--- src/rtl/mem_access_unit_if.sv ---
// Data-memory bus between the MEM-stage access unit and the SRAM-like port.
// master = access unit, slave = memory side.
interface mem_access_unit_if;
  logic        data_req;
  logic        data_wr;
  logic [31:0] data_addr;
  logic [3:0]  data_be;
  logic [31:0] data_wdata;
  logic        data_addr_ok;
  logic        data_data_ok;
  logic [31:0] data_rdata;

  modport master (
    output data_req, data_wr, data_addr,
    output data_be, data_wdata,
    input  data_addr_ok, data_data_ok,
    input  data_rdata
  );

  modport slave (
    input  data_req, data_wr, data_addr,
    input  data_be, data_wdata,
    output data_addr_ok, data_data_ok,
    output data_rdata
  );
endinterface

--- src/rtl/mem_access_unit.sv ---
// MEM-stage data access unit: bus request FSM, store encode, load align.
// Optional MEM_ALIGN_CHECK_EN raises mem_adel/mem_ades on misaligned access.
module mem_access_unit (
  input  logic        clk,
  input  logic        rst,
  input  logic        mem_valid,
  input  logic [31:0] mem_addr,
  input  logic [31:0] mem_wdata,
  input  logic [2:0]  mem_load_type,
  input  logic [1:0]  mem_store_type,
  input  logic        mem_flush,
  input  logic        mem_advance,
  mem_access_unit_if.master bus,
  output logic [31:0] mem_rdata,
  output logic        mem_stall,
  output logic        mem_adel,
  output logic        mem_ades
);
  localparam logic [2:0] LB  = 3'd1;
  localparam logic [2:0] LBU = 3'd2;
  localparam logic [2:0] LH  = 3'd3;
  localparam logic [2:0] LHU = 3'd4;
  localparam logic [2:0] LW  = 3'd5;
  localparam logic [1:0] SB  = 2'd1;
  localparam logic [1:0] SH  = 2'd2;
  localparam logic [1:0] SW  = 2'd3;

  typedef enum logic [2:0] {
    IDLE, ADDR, DATA, HOLD, DRAIN
  } state_t;

  state_t state, state_n;

  logic        is_st, is_ld, access;
  logic        cancel;
  logic [3:0]  req_be;
  logic [31:0] req_wdata;
  logic        r_wr;
  logic [31:0] r_addr;
  logic [3:0]  r_be;
  logic [31:0] r_wdata;
  logic [2:0]  r_ltype;
  logic [1:0]  r_off;
  logic [7:0]  ld_b;
  logic [15:0] ld_h;
  logic [31:0] ld_res;

  assign is_st = mem_store_type != 2'd0;
  assign is_ld = !is_st && mem_load_type >= LB
              && mem_load_type <= LW;

`ifdef MEM_ALIGN_CHECK_EN
  logic ld_mis, st_mis;
  assign ld_mis =
    ((mem_load_type == LH || mem_load_type == LHU)
      && mem_addr[0])
    || (mem_load_type == LW && mem_addr[1:0] != 2'd0);
  assign st_mis =
    (mem_store_type == SH && mem_addr[0])
    || (mem_store_type == SW && mem_addr[1:0] != 2'd0);
  assign mem_adel = rst && mem_valid && is_ld && ld_mis;
  assign mem_ades = rst && mem_valid && is_st && st_mis;
`else
  assign mem_adel = 1'b0;
  assign mem_ades = 1'b0;
`endif

  assign access = rst && mem_valid && (is_ld || is_st)
               && !mem_adel && !mem_ades && !mem_flush;

  always_comb begin
    req_be    = 4'b0000;
    req_wdata = mem_wdata;
    unique case (1'b1)
      mem_store_type == SB: begin
        req_be    = 4'b0001 << mem_addr[1:0];
        req_wdata = {4{mem_wdata[7:0]}};
      end
      mem_store_type == SH: begin
        req_be    = mem_addr[1] ? 4'b1100 : 4'b0011;
        req_wdata = {2{mem_wdata[15:0]}};
      end
      mem_store_type == SW: req_be = 4'b1111;
      default: ;
    endcase
  end

  always_ff @(posedge clk or negedge rst) begin
    if (!rst) state <= IDLE;
    else      state <= state_n;
  end

  always_comb begin
    state_n = state;
    case (state)
      IDLE:
        if (access)
          state_n = bus.data_addr_ok ? DATA : ADDR;
      ADDR:
        if (bus.data_addr_ok)
          state_n = (cancel || mem_flush) ? DRAIN : DATA;
      // a response landing with the flush is already consumed
      DATA:
        if (bus.data_data_ok)
          state_n = mem_flush ? IDLE : HOLD;
        else if (mem_flush)
          state_n = DRAIN;
      HOLD:
        if (mem_advance || mem_flush) state_n = IDLE;
      DRAIN:
        if (bus.data_data_ok) state_n = IDLE;
      default: state_n = IDLE;
    endcase
  end

  always_comb begin
    bus.data_req   = 1'b0;
    bus.data_wr    = is_st;
    bus.data_addr  = {mem_addr[31:2], 2'b00};
    bus.data_be    = req_be;
    bus.data_wdata = req_wdata;
    mem_stall      = 1'b0;
    if (state != IDLE) begin
      bus.data_wr    = r_wr;
      bus.data_addr  = r_addr;
      bus.data_be    = r_be;
      bus.data_wdata = r_wdata;
    end
    case (state)
      IDLE: begin
        bus.data_req = access;
        mem_stall    = access;
      end
      ADDR: begin
        bus.data_req = 1'b1;
        mem_stall    = 1'b1;
      end
      DATA, DRAIN: mem_stall = 1'b1;
      default: ;
    endcase
  end

  always_comb begin
    ld_b = bus.data_rdata[{r_off, 3'b000} +: 8];
    ld_h = r_off[1] ? bus.data_rdata[31:16]
                    : bus.data_rdata[15:0];
    case (r_ltype)
      LB:      ld_res = {{24{ld_b[7]}}, ld_b};
      LBU:     ld_res = {24'd0, ld_b};
      LH:      ld_res = {{16{ld_h[15]}}, ld_h};
      LHU:     ld_res = {16'd0, ld_h};
      default: ld_res = bus.data_rdata;
    endcase
  end

  always_ff @(posedge clk or negedge rst) begin
    if (!rst) begin
      cancel    <= 1'b0;
      r_wr      <= 1'b0;
      r_addr    <= '0;
      r_be      <= '0;
      r_wdata   <= '0;
      r_ltype   <= '0;
      r_off     <= '0;
      mem_rdata <= '0;
    end else begin
      if (state == IDLE && access) begin
        r_wr    <= is_st;
        r_addr  <= {mem_addr[31:2], 2'b00};
        r_be    <= req_be;
        r_wdata <= req_wdata;
        r_ltype <= mem_load_type;
        r_off   <= mem_addr[1:0];
      end
      if (state == ADDR)
        cancel <= (cancel | mem_flush) & ~bus.data_addr_ok;
      else
        cancel <= 1'b0;
      if (state == DATA && bus.data_data_ok
          && !mem_flush && !r_wr)
        mem_rdata <= ld_res;
    end
  end
endmodule

--- src/flat_wrapper.sv ---
// flat-port wrapper written by rule: the top's interface ports become plain ports
module mem_access_unit_flat 
  (clk, rst, mem_valid, mem_addr, mem_wdata, mem_load_type, mem_store_type, mem_flush, mem_advance, mem_rdata, mem_stall, mem_adel, mem_ades, bus_data_req, bus_data_wr, bus_data_addr, bus_data_be, bus_data_wdata, bus_data_addr_ok, bus_data_data_ok, bus_data_rdata);
  mem_access_unit_if bus_i ();
  input  logic clk;
  input  logic rst;
  input  logic mem_valid;
  input  logic [31:0] mem_addr;
  input  logic [31:0] mem_wdata;
  input  logic [2:0] mem_load_type;
  input  logic [1:0] mem_store_type;
  input  logic mem_flush;
  input  logic mem_advance;
  output logic [31:0] mem_rdata;
  output logic mem_stall;
  output logic mem_adel;
  output logic mem_ades;
  output wire logic [$bits(bus_i.data_req)-1:0] bus_data_req;
  output wire logic [$bits(bus_i.data_wr)-1:0] bus_data_wr;
  output wire logic [$bits(bus_i.data_addr)-1:0] bus_data_addr;
  output wire logic [$bits(bus_i.data_be)-1:0] bus_data_be;
  output wire logic [$bits(bus_i.data_wdata)-1:0] bus_data_wdata;
  input wire logic [$bits(bus_i.data_addr_ok)-1:0] bus_data_addr_ok;
  input wire logic [$bits(bus_i.data_data_ok)-1:0] bus_data_data_ok;
  input wire logic [$bits(bus_i.data_rdata)-1:0] bus_data_rdata;
  assign bus_data_req = bus_i.data_req;
  assign bus_data_wr = bus_i.data_wr;
  assign bus_data_addr = bus_i.data_addr;
  assign bus_data_be = bus_i.data_be;
  assign bus_data_wdata = bus_i.data_wdata;
  assign bus_i.data_addr_ok = bus_data_addr_ok;
  assign bus_i.data_data_ok = bus_data_data_ok;
  assign bus_i.data_rdata = bus_data_rdata;
  mem_access_unit u_core (.clk(clk), .rst(rst), .mem_valid(mem_valid), .mem_addr(mem_addr), .mem_wdata(mem_wdata), .mem_load_type(mem_load_type), .mem_store_type(mem_store_type), .mem_flush(mem_flush), .mem_advance(mem_advance), .bus(bus_i), .mem_rdata(mem_rdata), .mem_stall(mem_stall), .mem_adel(mem_adel), .mem_ades(mem_ades));
endmodule
--- config.mk ---
export PLATFORM = sky130hd
export DESIGN_NAME = mem_access_unit_flat
export DESIGN_NICKNAME = d
export VERILOG_FILES = /design/src/rtl/mem_access_unit_if.sv /design/src/rtl/mem_access_unit.sv /design/src/flat_wrapper.sv
export SDC_FILE = /design/constraint.sdc
export NUM_CORES = 1
export LEC_CHECK = 0
export ABC_AREA = 1
export BUFFER_PORTS_ARGS = -buffer_cell sky130_fd_sc_hd__buf_4
export CELL_PAD_IN_SITES_DETAIL_PLACEMENT = 0
export CELL_PAD_IN_SITES_GLOBAL_PLACEMENT = 1
export CORE_ASPECT_RATIO = 0.8
export CORE_UTILIZATION = 35
export CTS_BUF_LIST = sky130_fd_sc_hd__clkbuf_4
export CTS_CLUSTER_SIZE = 25
export DETAILED_ROUTE_END_ITERATION = 7
export PLACE_DENSITY_LB_ADDON = 0.1
export SLEW_MARGIN = 10
export SYNTH_ARGS = -nofsm -noshare
export SYNTH_HDL_FRONTEND = slang
export SYNTH_SLANG_ARGS = --single-unit
--- constraint.sdc ---
create_clock -name clk -period 3.8 [get_ports clk]
set_input_delay 0.19 -clock clk [delete_from_list [all_inputs] [get_ports clk]]
set_output_delay 0.19 -clock clk [all_outputs]
set_load 0.005 [all_outputs]
* Word-level counts from Yosys, hierarchy flattened
Index checks and enable logic that the tools add are counted.
** Operators by class
- Reductions and logical operators :: 20
- Order comparisons :: 2
- Bitwise operators :: 3
- Shifts and indexed selects :: 2
- Multiplexer cells :: 22
- Equality and inequality tests :: 16
** Operators with widths (count)
- 32-bit one-hot mux with 4 select lines :: 1
- 32-bit two-way mux :: 2
- 32-bit one-hot mux with 2 select lines :: 1
- 32-bit by 6-bit variable part select with 8-bit output :: 1
- 3-bit two-way mux :: 7
- 16-bit two-way mux :: 1
- 3-bit one-hot mux with 5 select lines :: 1
- 3-bit by 2-bit equality test with 1-bit output (second input constant) :: 4
- 4-bit one-hot mux with 3 select lines :: 1
- 1-bit logical AND :: 9
- 4-bit two-way mux :: 2
- 3-bit by 1-bit equality test with 1-bit output (second input constant) :: 2
- 3-bit equality test (second input constant) :: 2
- 5-bit AND reduction :: 1
- 2-bit equality test (second input constant) :: 2
- 2-bit two-way mux :: 2
- 2-bit by 1-bit inequality test with 1-bit output (second input constant) :: 2
- 2-bit inequality test (second input constant) :: 2
- 1-bit one-hot mux with 2 select lines :: 2
- 1-bit by 2-bit << shifter with 4-bit output (first input constant) :: 1
- 3-bit by 1-bit greater-or-equal comparator with 1-bit output (second input constant) :: 1
- 3-bit less-or-equal comparator (second input constant) :: 1
- 1-bit logical NOT :: 3
- 3-bit logical NOT :: 1
- 10 further kinds :: 13
** Word-level totals
- Register bits after elaboration :: 108
- Logic and storage cells :: 74

* Logic depth before layout (Yosys ltp)
Gate-level depths: netlist of run 1.
- Depth after elaboration :: 9
- Depth in mapped cells :: 11
- Gate-level depth less buffers :: 9

* Worst setup path before layout of run 1
No wires, ideal clock.
- Path kind :: register -> output
- From :: reg u_core.state[0]
- To :: out bus_data_wdata[21]
- Cell stages (with the launch flop) :: 7
- Data arrival time :: 1.306 ns
- Setup slack :: 2.304 ns
- Cell sequence :: dfrtp_1 > nor2_4 > nand2_4 > inv_2 > buf_2 > clkbuf_1 > o21ai_0
** On the way
- Longest elaborated chain between the ends :: 2
** RTL lines
- from (decl) :: line mem_access_unit.sv:32 : state_t state, state_n;
- from (signal assigned) :: line mem_access_unit.sv:90 : else state <= state_n;
- 3-bit nonzero test :: line mem_access_unit.sv:123 : if (state != IDLE) begin
- 32-bit two-way mux :: line mem_access_unit.sv:123
- to (decl) :: line flat_wrapper.sv:22 : output wire logic [$bits(bus_i.data_wdata)-1:0] bus_data_wdata;
No other way between the ends.

* Worst setup path in the final report of run 1
- From :: reg u_core.r_off[1]
- To :: reg u_core.mem_rdata[8]
** On the way
- Longest elaborated chain between the ends :: 2
- Elaborated cells between the ends (all ways) :: 3
** RTL lines
- from (decl) :: line mem_access_unit.sv:43 : logic [1:0] r_off;
- from (signal assigned) :: line mem_access_unit.sv:173 : r_off <= mem_addr[1:0];
- 32-bit by 6-bit variable part select with 8-bit output / 16-bit two-way mux (equally long branches) :: line mem_access_unit.sv:144, mem_access_unit.sv:145
- 32-bit one-hot mux with 4 select lines * :: line mem_access_unit.sv:147 : case (r_ltype)
- to (signal assigned) :: line mem_access_unit.sv:181 : mem_rdata <= ld_res;
- to (decl) :: line mem_access_unit.sv:14 : output logic [31:0] mem_rdata,
Mark *: on every way between the ends. The rest lies on a longest branch, timed or not.
A chain may end at the register's enable or synchronous reset.

==> results of run 1 <==
-- logic make-up after synthesis --
group                    synth area share (%)
buffers and inverters                   11.84
adder cells (fa/ha/maj)                0.7666
flip-flops                              41.40
AND/OR/NAND/NOR                         29.67
other                                 0.05744
AO/OA/AOI/OAI                           16.27
-- stage by stage --
| step | hold WS [ps] | total power, mW | instances | util [%] | setup WS [ps] |
|---|---|---|---|---|---|
| final | 44.74 | 6.250 | 1462 | 49.48 | 1095 |
| after global routing | 12.03 | 6.888 | 1462 | 49.48 | 871.7 |
| after detailed placement | 362.2 | 5.608 | 1375 | 44.80 | 1146 |
| after global placement | 364.3 | 5.584 | 1375 | 44.80 | 1117 |
| after CTS | 2.137 | 6.322 | 1461 | 49.42 | 1100 |
| after floorplan | -105.6 | 4.033 | 963 | - | 2304 |
-- how the worst min path moves through the flow --
stage / startpoint / to / slack (ps) / cells after the start
final: mem_wdata[6] / u_core.r_wdata[6]$_DFFE_PN0P_ / 40 / 3
after global routing: mem_wdata[4] / u_core.r_wdata[4]$_DFFE_PN0P_ / 10 / 3
after CTS: mem_wdata[28] / u_core.r_wdata[28]$_DFFE_PN0P_ / 2 / 5
after detailed placement: rst / u_core.mem_rdata[26]$_DFFE_PN0P_ / 360 / 2
after global placement: rst / u_core.mem_rdata[26]$_DFFE_PN0P_ / 360 / 2
after floorplan: rst / u_core.cancel$_DFF_PN0_ / -110 / 0
-- sequential cells by signal, indices dropped and copies added, names as in the netlist --
name	count
u_core.r_off	2
u_core.r_addr	30
u_core.r_wdata	32
u_core.r_ltype	3
u_core.r_be	4
u_core.cancel	1
u_core.state	3
u_core.mem_rdata	32
u_core.r_wr	1
-- cell usage in the layout, fill, tap and decap left out, types with 2 or more instances in the layout --
cell	instances
a21oi_1	6
buf_4	217
clkbuf_4	9
clkinv_4	2
clkinvlp_4	2
conb_1	4
dfrtp_1	108
dlygate4sd3_1	71
ha_1	4
inv_1	115
inv_2	5
nand2_1	360
nand3_1	37
nand3_2	10
nand4_1	5
nor2_1	30
nor2_2	2
o211ai_1	6
o21ai_0	138
o21ai_1	46
o22ai_1	8
or2_2	10
-- metal layers --
| metal | up-vias | track usage, % |
|---|---|---|
| met4 | 0 | 4.827 |
| met3 | 17 | 5.985 |
| met1 | 3000 | 31.39 |
| met5 | - | 0 |
| met2 | 204 | 31.11 |
| li1 | 3496 | - |
-- final cells by class --
type	count	area [sq um]	area share [%]
Clock buffer	9	67.56	0.7494
Clock inverter	7	75.07	0.8326
Inverter	120	450.4	4.996
Multi-Input combinational cell	677	3064	33.99
Sequential cell	108	2703	29.97
Tap cell	253	316.6	3.511
Timing Repair Buffer	288	2340	25.95
-- power by group --
part           leakage (nW)  internal [mW]  switching [mW]
clock                0.0702          0.203           0.422
combinational          3.42           1.65            1.96
sequential             1.37           1.68           0.341
total                  4.87           3.53            2.72
-- worst reg2reg max path, stage by stage (launching register included) --
cell	delay [ps]
dfrtp_1	930
inv_2	360
nand2_1	160
nand3_1	110
nand3_1	400
buf_4	340
nand3_1	170
nand2_1	90
nand2_1	50
==> run_results.csv, run 1 <==
group,metric,value,unit
synth,yosys_register_bits,108,
setup_path,cpPeakStageDelay,930,ps
routing,totalWireLength,20350,microns
floorplanning,dieArea,0.01921,sq mm
status,outcome,"finished clean",
setup_path,crit_type,"register to register",
sta,slew_headroom,40.82,%
setup_path,worstReg2RegStart,"u_core.r_off[1]$_DFFE_PN0P_",
clock_network,clock_latency,510,ps
synth,yosysTopAreaCellShare,41.40,%
final_layout,fin_area,0.009016,sq mm
floorplanning,num_io_pins,213,
synth,avgSynthCellArea,6.801,sq um
synth,synth_area_leaders,"dfrtp_1, nand2_1, o21ai_0",
setup_path,end_kind,"register",
sta,fin_skew,22.81,ps
setup_path,endpoint,"u_core.mem_rdata[8]$_DFFE_PN0P_",
sta,achievable-frequency,369.7,MHz
synth,yosys.area.top_type,"dfrtp_1",
grt,antenna_found_initial,0,
routing,vias,6717,
placed_design,port_buffers,208,
grt,track_usage,21.45,%
synth,ys_async_sr_fraction,100.0,%
routing,met2_length,8440,microns
sta,rsz0062_at_grt,"no",
clock_network,post_cts_buffers,0,
placed_design,hpwl,14030,microns
floorplanning,fp.dieW,154.7,microns
sta,fin_setup_tns,0,ps
sta,hold_violations,0,
sta,finalCritPeriodShare,71.19,%
routing,drt-met1-wl,10200,microns
floorplanning,die_h,124.2,microns
setup_path,r2r-end,"u_core.mem_rdata[8]$_DFFE_PN0P_",
synth,yosysWarnings,0,
routing,drtPass1Iterations,4,
setup_path,start_kind,"register",
synth,ys_seq_area_share,41.40,%
power_and_ir_drop,powerDensity,693.3,mW/mm^2
setup_path,slowest_stage,"dfrtp_1",
setup_path,cp_max_fo,26,
setup_path,reg2reg_depth,8,
grt,grt_max_degree,80,
grt,grt_pass1_vias,6117,
final_layout,antenna_cells,0,
setup_path,crit_cells,8,
clock_network,cts_hold_buf,70,
placed_design,globalplace.congestion,0.8368,
setup_path,critPathLaunch,"u_core.r_off[1]$_DFFE_PN0P_",
power_and_ir_drop,leakagePower,4.868,nW
grt,grt_pass1_wl,31870,microns
routing,drc,0,
sta,drv_slew,0,
synth,yosysMostFrequentCell,"nand2_1",
clock_network,numCtsBuffers,9,
final_layout,fillers,1885,
job,maxCapViolCount,0,
final_layout,nets,1316,
synth,synth_edf_count,0,
clock_network,cts_tree,"done",
routing,ant_nets,0,
synth,synth_area,0.006529,sq mm
clock_network,postCtsResizedCells,0,
setup_path,cp.buffers_inverters,2,
floorplanning,initial_core_util,35.83,%
final_layout,area_growth,38.10,%
sta,fin_crit,2705,ps
placed_design,dpl_cell_area,0.008163,sq mm
power_and_ir_drop,ir_worst_vdd,0.2757,mV
clock_network,cts-root-buf,"clkbuf_4",
routing,wl_met3,1523,microns
grt,gr-total-overflow,0,
routing,top_layer,"met4",
synth,synthCells,960,
setup_path,crit_family,"simple AND/OR/NAND/NOR gates",
clock_network,cts.path.max_buffers,2,
hold_path,hp-class,"input pin to register",
clock_network,cts_max_level,3,
final_layout,drive_above_1_share,21.84,%
routing,drtIter0Drc,418,
setup_path,cp.arrival,3100,ps
synth,yosysUniqueCellTypes,32,
floorplanning,rows,44,
clock_network,clk_pin_slew_worst_paths,180,ps
sta,tightestPinTransition,886.5,ps
floorplanning,fp.coreArea,0.01822,sq mm
setup_path,reg2reg_slack,1090,ps
sta,finalSetupViolations,0,
synth,yosys_most_used_dff,"dfrtp_1",
routing,vias_per_cell,4.594,
synth,synth_commonest_cells,"nand2_1, o21ai_0, inv_1",
setup_path,path_cells,"inv_2 -> nand2_1 -> nand3_1 -> nand3_1 -> buf_4 -> nand3_1 -> nand2_1 -> nand2_1",
routing,routedWlPerCell,13.92,microns
setup_path,crit_required,4200,ps
clock_network,clkSinkCount,108,
No activity file was read; power rests on OpenSTA's default activity.
==> run 2, diff against run 1 <==
ABC_AREA = 0   (was 1)
clock period = 2.65 ns   (was 3.8 ns; I/O delays follow)
==> run 2 against run 1 <==
The flow now finishes with violations (DRC). Combinational power rose by 56%. Critical path type is now register to output pin. Setup slack got worse by 890 ps. Clock skew rose by 3.6 ps. Synthesized area fell by 2.5%.
==> run_results.csv, run 2 <==
group,metric,value,unit
status,outcome,"finished, violations left",
status,violations,"DRC",
setup_path,end_kind,"output pin",
routing,ant_nets,0,
power_and_ir_drop,p_int,5.497,mW
floorplanning,fp.dieW,152.8,microns
sta,fin_crit,2450,ps
final_layout,final_common_cell,"buf_4",
setup_path,cp_max_fo,32,
power_and_ir_drop,p_comb_share,59.9,%
routing,drc,13,
setup_path,crit_path_frequent_cell,"buf_4",
synth,synth_area_leaders,"dfrtp_1, nand2_1, mux2_2",
synth,yosysWarnings,0,
clock_network,cts_max_level,3,
synth,yosysTopAreaCellShare,42.45,%
floorplanning,num_io_pins,213,
setup_path,start_kind,"register",
sta,finalCritPeriodShare,92.44,%
synth,yosys_register_bits,108,
routing,routedWlPerCell,16.33,microns
sta,fin_skew,26.45,ps
clock_network,clock_latency,490,ps
sta,tightestPinTransition,991.0,ps
grt,grt_max_degree,76,
power_and_ir_drop,powerDensity,1022,mW/mm^2
routing,totalWireLength,20380,microns
placed_design,dp_slack,484.5,ps
synth,ys_async_sr_fraction,100.0,%
floorplanning,initial_core_util,36.30,%
synth,synthCells,742,
grt,grt_pass1_vias,6221,
setup_path,crit_type,"register to output pin",
job,maxCapViolCount,0,
floorplanning,dieArea,0.01874,sq mm
power_and_ir_drop,leakagePower,4.600,nW
grt,track_usage,21.95,%
clock_network,clk_pin_slew_worst_paths,180,ps
floorplanning,die_h,122.6,microns
placed_design,globalplace.congestion,0.8079,
synth,avgSynthCellArea,8.580,sq um
placed_design,hpwl,14440,microns
setup_path,critPathLaunch,"u_core.state[1]$_DFFE_PN0P_",
clock_network,cts_tree,"done",
sta,layout_setup_ws,200.2,ps
placed_design,placedCellCount,1136,
final_layout,drive_above_1_share,29.42,%
synth,yosysUniqueCellTypes,53,
clock_network,numCtsBuffers,9,
setup_path,slowest_stage,"or3_4",
clock_network,cts-root-buf,"clkbuf_4",
clock_network,cts.path.max_buffers,2,
final_layout,antenna_cells,0,
grt,antenna_found_initial,0,
setup_path,endpoint,"bus_data_wdata[23]",
sta,finalSetupViolations,0,
routing,vias_per_cell,5.056,
routing,drtPass1Iterations,7,
grt,grt_pass1_wl,32260,microns
routing,vias,6310,
routing,drtIter0Drc,479,
setup_path,cp.arrival,2320,ps
sta,hold_violations,0,
setup_path,cpPeakStageDelay,580,ps
grt,gr-total-overflow,0,
floorplanning,rows,43,
synth,ys_seq_area_share,42.45,%
final_layout,fin_cells,1248,
setup_path,reg2reg_depth,4,
hold_path,hp-class,"input pin to register",
synth,synth_commonest_cells,"nand2_1, dfrtp_1, o21ai_0",
final_layout,layout_common_cells,"buf_4, nand2_1, dfrtp_1, dlygate4sd3_1, o21ai_0",
setup_path,r2r-end,"u_core.mem_rdata[9]$_DFFE_PN0P_",
floorplanning,fp.coreArea,0.01754,sq mm
sta,fin_setup_tns,0,ps
setup_path,worstReg2RegStart,"u_core.r_ltype[1]$_DFFE_PN0P_",
sta,slew_headroom,33.93,%
clock_network,post_cts_buffers,0,
power_and_ir_drop,p_sw_share,41.62,%
power_and_ir_drop,ir_worst_vdd,0.4660,mV
clock_network,clkSinkCount,108,
final_layout,area_growth,44.67,%
sta,achievable-frequency,408.2,MHz
setup_path,reg2reg_slack,430,ps
synth,yosys.area.top_type,"dfrtp_1",
placed_design,port_buffers,208,
setup_path,path_cells,"or3_4 -> buf_4 -> o21ai_0 -> buf_4",
power_and_ir_drop,pwr-share-seq,30.9,%
power_and_ir_drop,p_sw,3.919,mW
synth,yosys_most_used_dff,"dfrtp_1",
synth,synth_edf_count,0,
sta,drv_slew,0,
final_layout,nets,1130,
synth,yosysMostFrequentCell,"nand2_1",
synth,synth_area,0.006366,sq mm
sta,rsz0062_at_grt,"no",
setup_path,crit_required,2520,ps
power_and_ir_drop,clkPwrFrac,9.2,%
final_layout,reg_top3,"u_core.mem_rdata (32), u_core.r_wdata (32), u_core.r_addr (30)",
[run 2: cell types whose count changed after synthesis, moves of 20 or more]
cell,previous run,this run
mux2i_1,0,27
nand2_1,360,182
nand3_1,37,2
mux2_2,0,48
o21ai_1,46,0
inv_1,115,43
a22oi_1,0,20
a21oi_1,6,42
o21ai_0,138,49
[run 2: how the worst min path moves through the flow]
| stage | endpoint | startpoint | depth (start not counted) |
|---|---|---|---|
| finish | u_core.state[1]$_DFFE_PN0P_ | mem_flush | 4 |
| detailed placement | u_core.mem_rdata[18]$_DFFE_PN0P_ | rst | 2 |
| CTS | u_core.r_wdata[22]$_DFFE_PN0P_ | mem_wdata[22] | 4 |
| global placement | u_core.mem_rdata[18]$_DFFE_PN0P_ | rst | 2 |
| floorplan | u_core.cancel$_DFF_PN0_ | rst | 0 |
| global route | u_core.r_wdata[17]$_DFFE_PN0P_ | mem_wdata[17] | 4 |
[run 2: kinds of logic after synthesis]
group / Yosys count / share of synthesized area [%]
other cells: 1 / 0.05891
compound gates: 184 / 18.69
simple gates: 266 / 17.63
xor+xnor: 2 / 0.2752
mux: 76 / 13.09
fa+ha+maj: 4 / 0.7862
flops: 108 / 42.45
buf+inv: 101 / 7.016
[run 2: routing by layer]
metal  global-route usage (%)  routed length [microns]  vias to the layer above
met5                        0                        0                        -
met4                    6.250                      253                        0
met3                    5.367                     1485                       19
met2                    34.49                     9202                      222
met1                    30.13                     9440                     2979
li1                         -                        -                     3090
[run 2: cell type report]
class	instances	area (sq um)
Clock buffer	10	75.07
Clock inverter	6	62.56
Fill cell	1667	8329
Inverter	43	161.4
Multi-Input combinational cell	536	3246
Sequential cell	108	2704
Tap cell	225	281.5
Timing Repair Buffer	320	2680
[run 2: worst max-delay path: cells and delay by family (launching register included)]
family | cells | cell delay (ps)
simple gates | 1 | 580
buf+inv | 2 | 440
compound gates | 1 | 250
flops | 1 | 530
[run 2: what timing repair did]
| action | CTS | global route |
|---|---|---|
| pin swaps | 0 | 1 |
| resized for setup | 1 | 1 |
| hold buffers | 96 | 0 |
| endpoints found under the setup margin | 37 | 1 |
| hold endpoints to repair | 209 | 0 |
[run 2: stage by stage]
stage | utilization, % | instance area [sq um] | hold slack (ps) | power, mW
after CTS | 52.50 | 9209 | 3.995 | 9.489
after floorplan | - | 6377 | -163.1 | 5.903
final | 52.51 | 9210 | 46.55 | 9.415
after global routing | 52.51 | 9210 | 26.48 | 10.27
after detailed placement | 46.22 | 8107 | 240.1 | 8.446
after global placement | 46.22 | 8107 | 231.7 | 8.308
[run 2: power groups by stage]
| stage | clock [mW] | combinational, mW | sequential, mW |
|---|---|---|---|
| finish | 0.867 | 5.64 | 2.91 |
| global route | 0.982 | 6.25 | 3.03 |
| CTS | 0.923 | 5.65 | 2.92 |
| detailed placement | 0 | 5.50 | 2.95 |
| global placement | 0 | 5.39 | 2.91 |
| floorplan | 0 | 3.12 | 2.78 |
==> run 3, diff against run 2 <==
clock period = 2.85 ns   (was 2.65 ns; I/O delays follow)
==> run 3 against run 2 <==
The run still ends with DRC left. Clock skew is 9.1 ps lower. First-iteration DRC count is 6.5% lower. Die area stayed put. Critical path depth stayed put. Sequential share of layout area is 0.27 points higher. Cell count is 0.64% lower. Combinational power is 9.0% lower. Wire length is 0.30% higher. Via count is 0.17% higher. Sequential power is 5% lower. Clock power is 7.7% lower.
==> run_results.csv, run 3 (synthesized netlist as in run 2, its figures left out) <==
group,metric,value,unit
status,outcome,"finished, violations left",
status,violations,"DRC",
sta,slew_headroom,33.47,%
placed_design,hpwl,14610,microns
routing,top_layer,"met4",
clock_network,cts_max_level,3,
sta,rsz0062_at_grt,"no",
hold_path,hold_depth,3,
sta,fin_crit,2510,ps
routing,drt-met1-wl,9404,microns
routing,drtPass1Iterations,7,
sta,fin_skew,17.34,ps
power_and_ir_drop,leakagePower,4.559,nW
clock_network,post_cts_buffers,0,
grt,grt_pass1_vias,6173,
hold_path,hp-class,"input pin to register",
floorplanning,initial_core_util,36.30,%
setup_path,end_kind,"output pin",
clock_network,clock_latency,480,ps
clock_network,clk_pin_slew_worst_paths,170,ps
routing,routedWlPerCell,16.49,microns
floorplanning,rows,43,
sta,hold_violations,0,
power_and_ir_drop,p_sw_share,41.75,%
routing,ant_nets,0,
power_and_ir_drop,p_sw,3.632,mW
final_layout,area_growth,43.30,%
sta,drv_slew,0,
floorplanning,fp.coreArea,0.01754,sq mm
placed_design,globalplace.congestion,0.8113,
clock_network,cts_tree,"done",
routing,vias_per_cell,5.098,
job,maxCapViolCount,0,
setup_path,crit_required,2710,ps
grt,grt_max_degree,78,
setup_path,path_cells,"or3_4 -> buf_12 -> o21ai_0 -> buf_4",
routing,drc,13,
grt,track_usage,22.07,%
power_and_ir_drop,powerDensity,953.5,mW/mm^2
clock_network,cts-root-buf,"clkbuf_4",
routing,drtIter0Drc,448,
final_layout,final_common_cell,"buf_4",
setup_path,slowest_stage,"or3_4",
sta,layout_setup_ws,340.2,ps
floorplanning,die_h,122.6,microns
placed_design,dp_slack,624.4,ps
sta,finalSetupViolations,0,
power_and_ir_drop,p_comb_share,59.0,%
power_and_ir_drop,pwr-share-seq,31.8,%
clock_network,clkSinkCount,108,
routing,wl_met3,1550,microns
setup_path,crit_family,"simple AND/OR/NAND/NOR gates",
setup_path,cp.arrival,2370,ps
grt,antenna_found_initial,0,
power_and_ir_drop,p_int,5.067,mW
routing,vias,6321,
setup_path,crit_cells,4,
floorplanning,dieArea,0.01874,sq mm
floorplanning,fp.dieW,152.8,microns
power_and_ir_drop,ir_worst_vdd,0.4010,mV
setup_path,start_kind,"register",
floorplanning,num_io_pins,213,
grt,gr-total-overflow,0,
setup_path,cp_max_fo,34,
final_layout,drive_above_1_share,29.46,%
sta,tightestPinTransition,997.9,ps
setup_path,reg2reg_depth,4,
setup_path,cpPeakStageDelay,610,ps
sta,fin_setup_tns,0,ps
clock_network,cts.path.max_buffers,2,
placed_design,port_buffers,208,
grt,grt_pass1_wl,32520,microns
final_layout,nets,1123,
routing,met2_length,9239,microns
setup_path,cp.buffers_inverters,2,
clock_network,numCtsBuffers,9,
power_and_ir_drop,clkPwrFrac,9.2,%
routing,totalWireLength,20440,microns
sta,finalCritPeriodShare,88.06,%
final_layout,layout_common_cells,"buf_4, nand2_1, dfrtp_1, dlygate4sd3_1, o21ai_0",
final_layout,reg_top3,"u_core.mem_rdata (32), u_core.r_wdata (32), u_core.r_addr (30)",
setup_path,crit_type,"register to output pin",
sta,achievable-frequency,398.4,MHz
final_layout,antenna_cells,0,
-- run 3: changes by cell type in the layout (fill, tap and decap cells not counted), sizes merged --
cell	delta
buf	-1
clkbuf	-1
clkinv	+1
dlygate4sd3	-6
inv	-1
-- run 3: repair_timing --
action / CTS / global route
hold endpoints to repair: 126 / 0
setup endpoints to repair: 0 / 10
hold buffers: 90 / 0
resized for setup: 0 / 1
-- run 3: final cells by class --
cell class,count,area [sq um]
Timing Repair Buffer,313,2600
Tap cell,225,281.5
Fill cell,1694,8417
Multi-Input combinational cell,536,3246
Clock buffer,9,67.56
Sequential cell,108,2703
Inverter,43,161.4
Clock inverter,6,63.81
-- run 3: power groups by stage --
stage / combinational [mW] / sequential [mW] / clock [mW]
3_3_place_gp: 4.95 / 2.76 / 0
5_1_grt: 5.71 / 2.87 / 0.896
2_1_floorplan: 2.90 / 2.59 / 0
4_1_cts: 5.15 / 2.76 / 0.839
3_5_place_dp: 5.02 / 2.79 / 0
6_report: 5.13 / 2.77 / 0.800
-- run 3: path summary, 6_finish.rpt --
check / startpoint / endpoint / slack (ps)
worst max register to register: u_core.r_ltype[1]$_DFFE_PN0P_ / u_core.mem_rdata[5]$_DFFE_PN0P_ / 640
worst max-delay path: u_core.state[0]$_DFFE_PN0P_ / bus_data_wdata[22] / 340
min in group asynchronous: rst / u_core.mem_rdata[3]$_DFFE_PN0P_ / 230
worst min register to register: u_core.mem_rdata[7]$_DFFE_PN0P_ / u_core.mem_rdata[7]$_DFFE_PN0P_ / 510
max in group asynchronous: rst / u_core.r_be[2]$_DFFE_PN0P_ / 1270
worst min-delay path: bus_data_rdata[0] / u_core.mem_rdata[0]$_DFFE_PN0P_ / 40
-- run 3: worst reg2reg max path, stage by stage, from the launching register on --
cell and delay, ps:
dfrtp_1 620, or3b_1 700, o32ai_1 420, a21oi_1 160, o31ai_1 230
-- run 3: layer usage --
metal	global-route usage, %	vias to the layer above
li1	-	3070
met1	30.16	3000
met2	34.63	226
met3	6.003	25
met4	5.492	0
met5	0	-
-- run 3: stage by stage --
| step | instances | hold WS (ps) | utilization, % | total power, mW | area (sq um) |
|---|---|---|---|---|---|
| 6_report | 1240 | 39.02 | 52.01 | 8.698 | 9123 |
| 5_1_grt | 1240 | 15.19 | 52.01 | 9.474 | 9123 |
| 4_1_cts | 1240 | 7.327 | 51.99 | 8.754 | 9119 |
| 3_5_place_dp | 1135 | 232.3 | 46.11 | 7.817 | 8087 |
| 3_3_place_gp | 1135 | 224.6 | 46.11 | 7.702 | 8087 |
| 2_1_floorplan | 745 | -153.1 | - | 5.488 | 6377 |
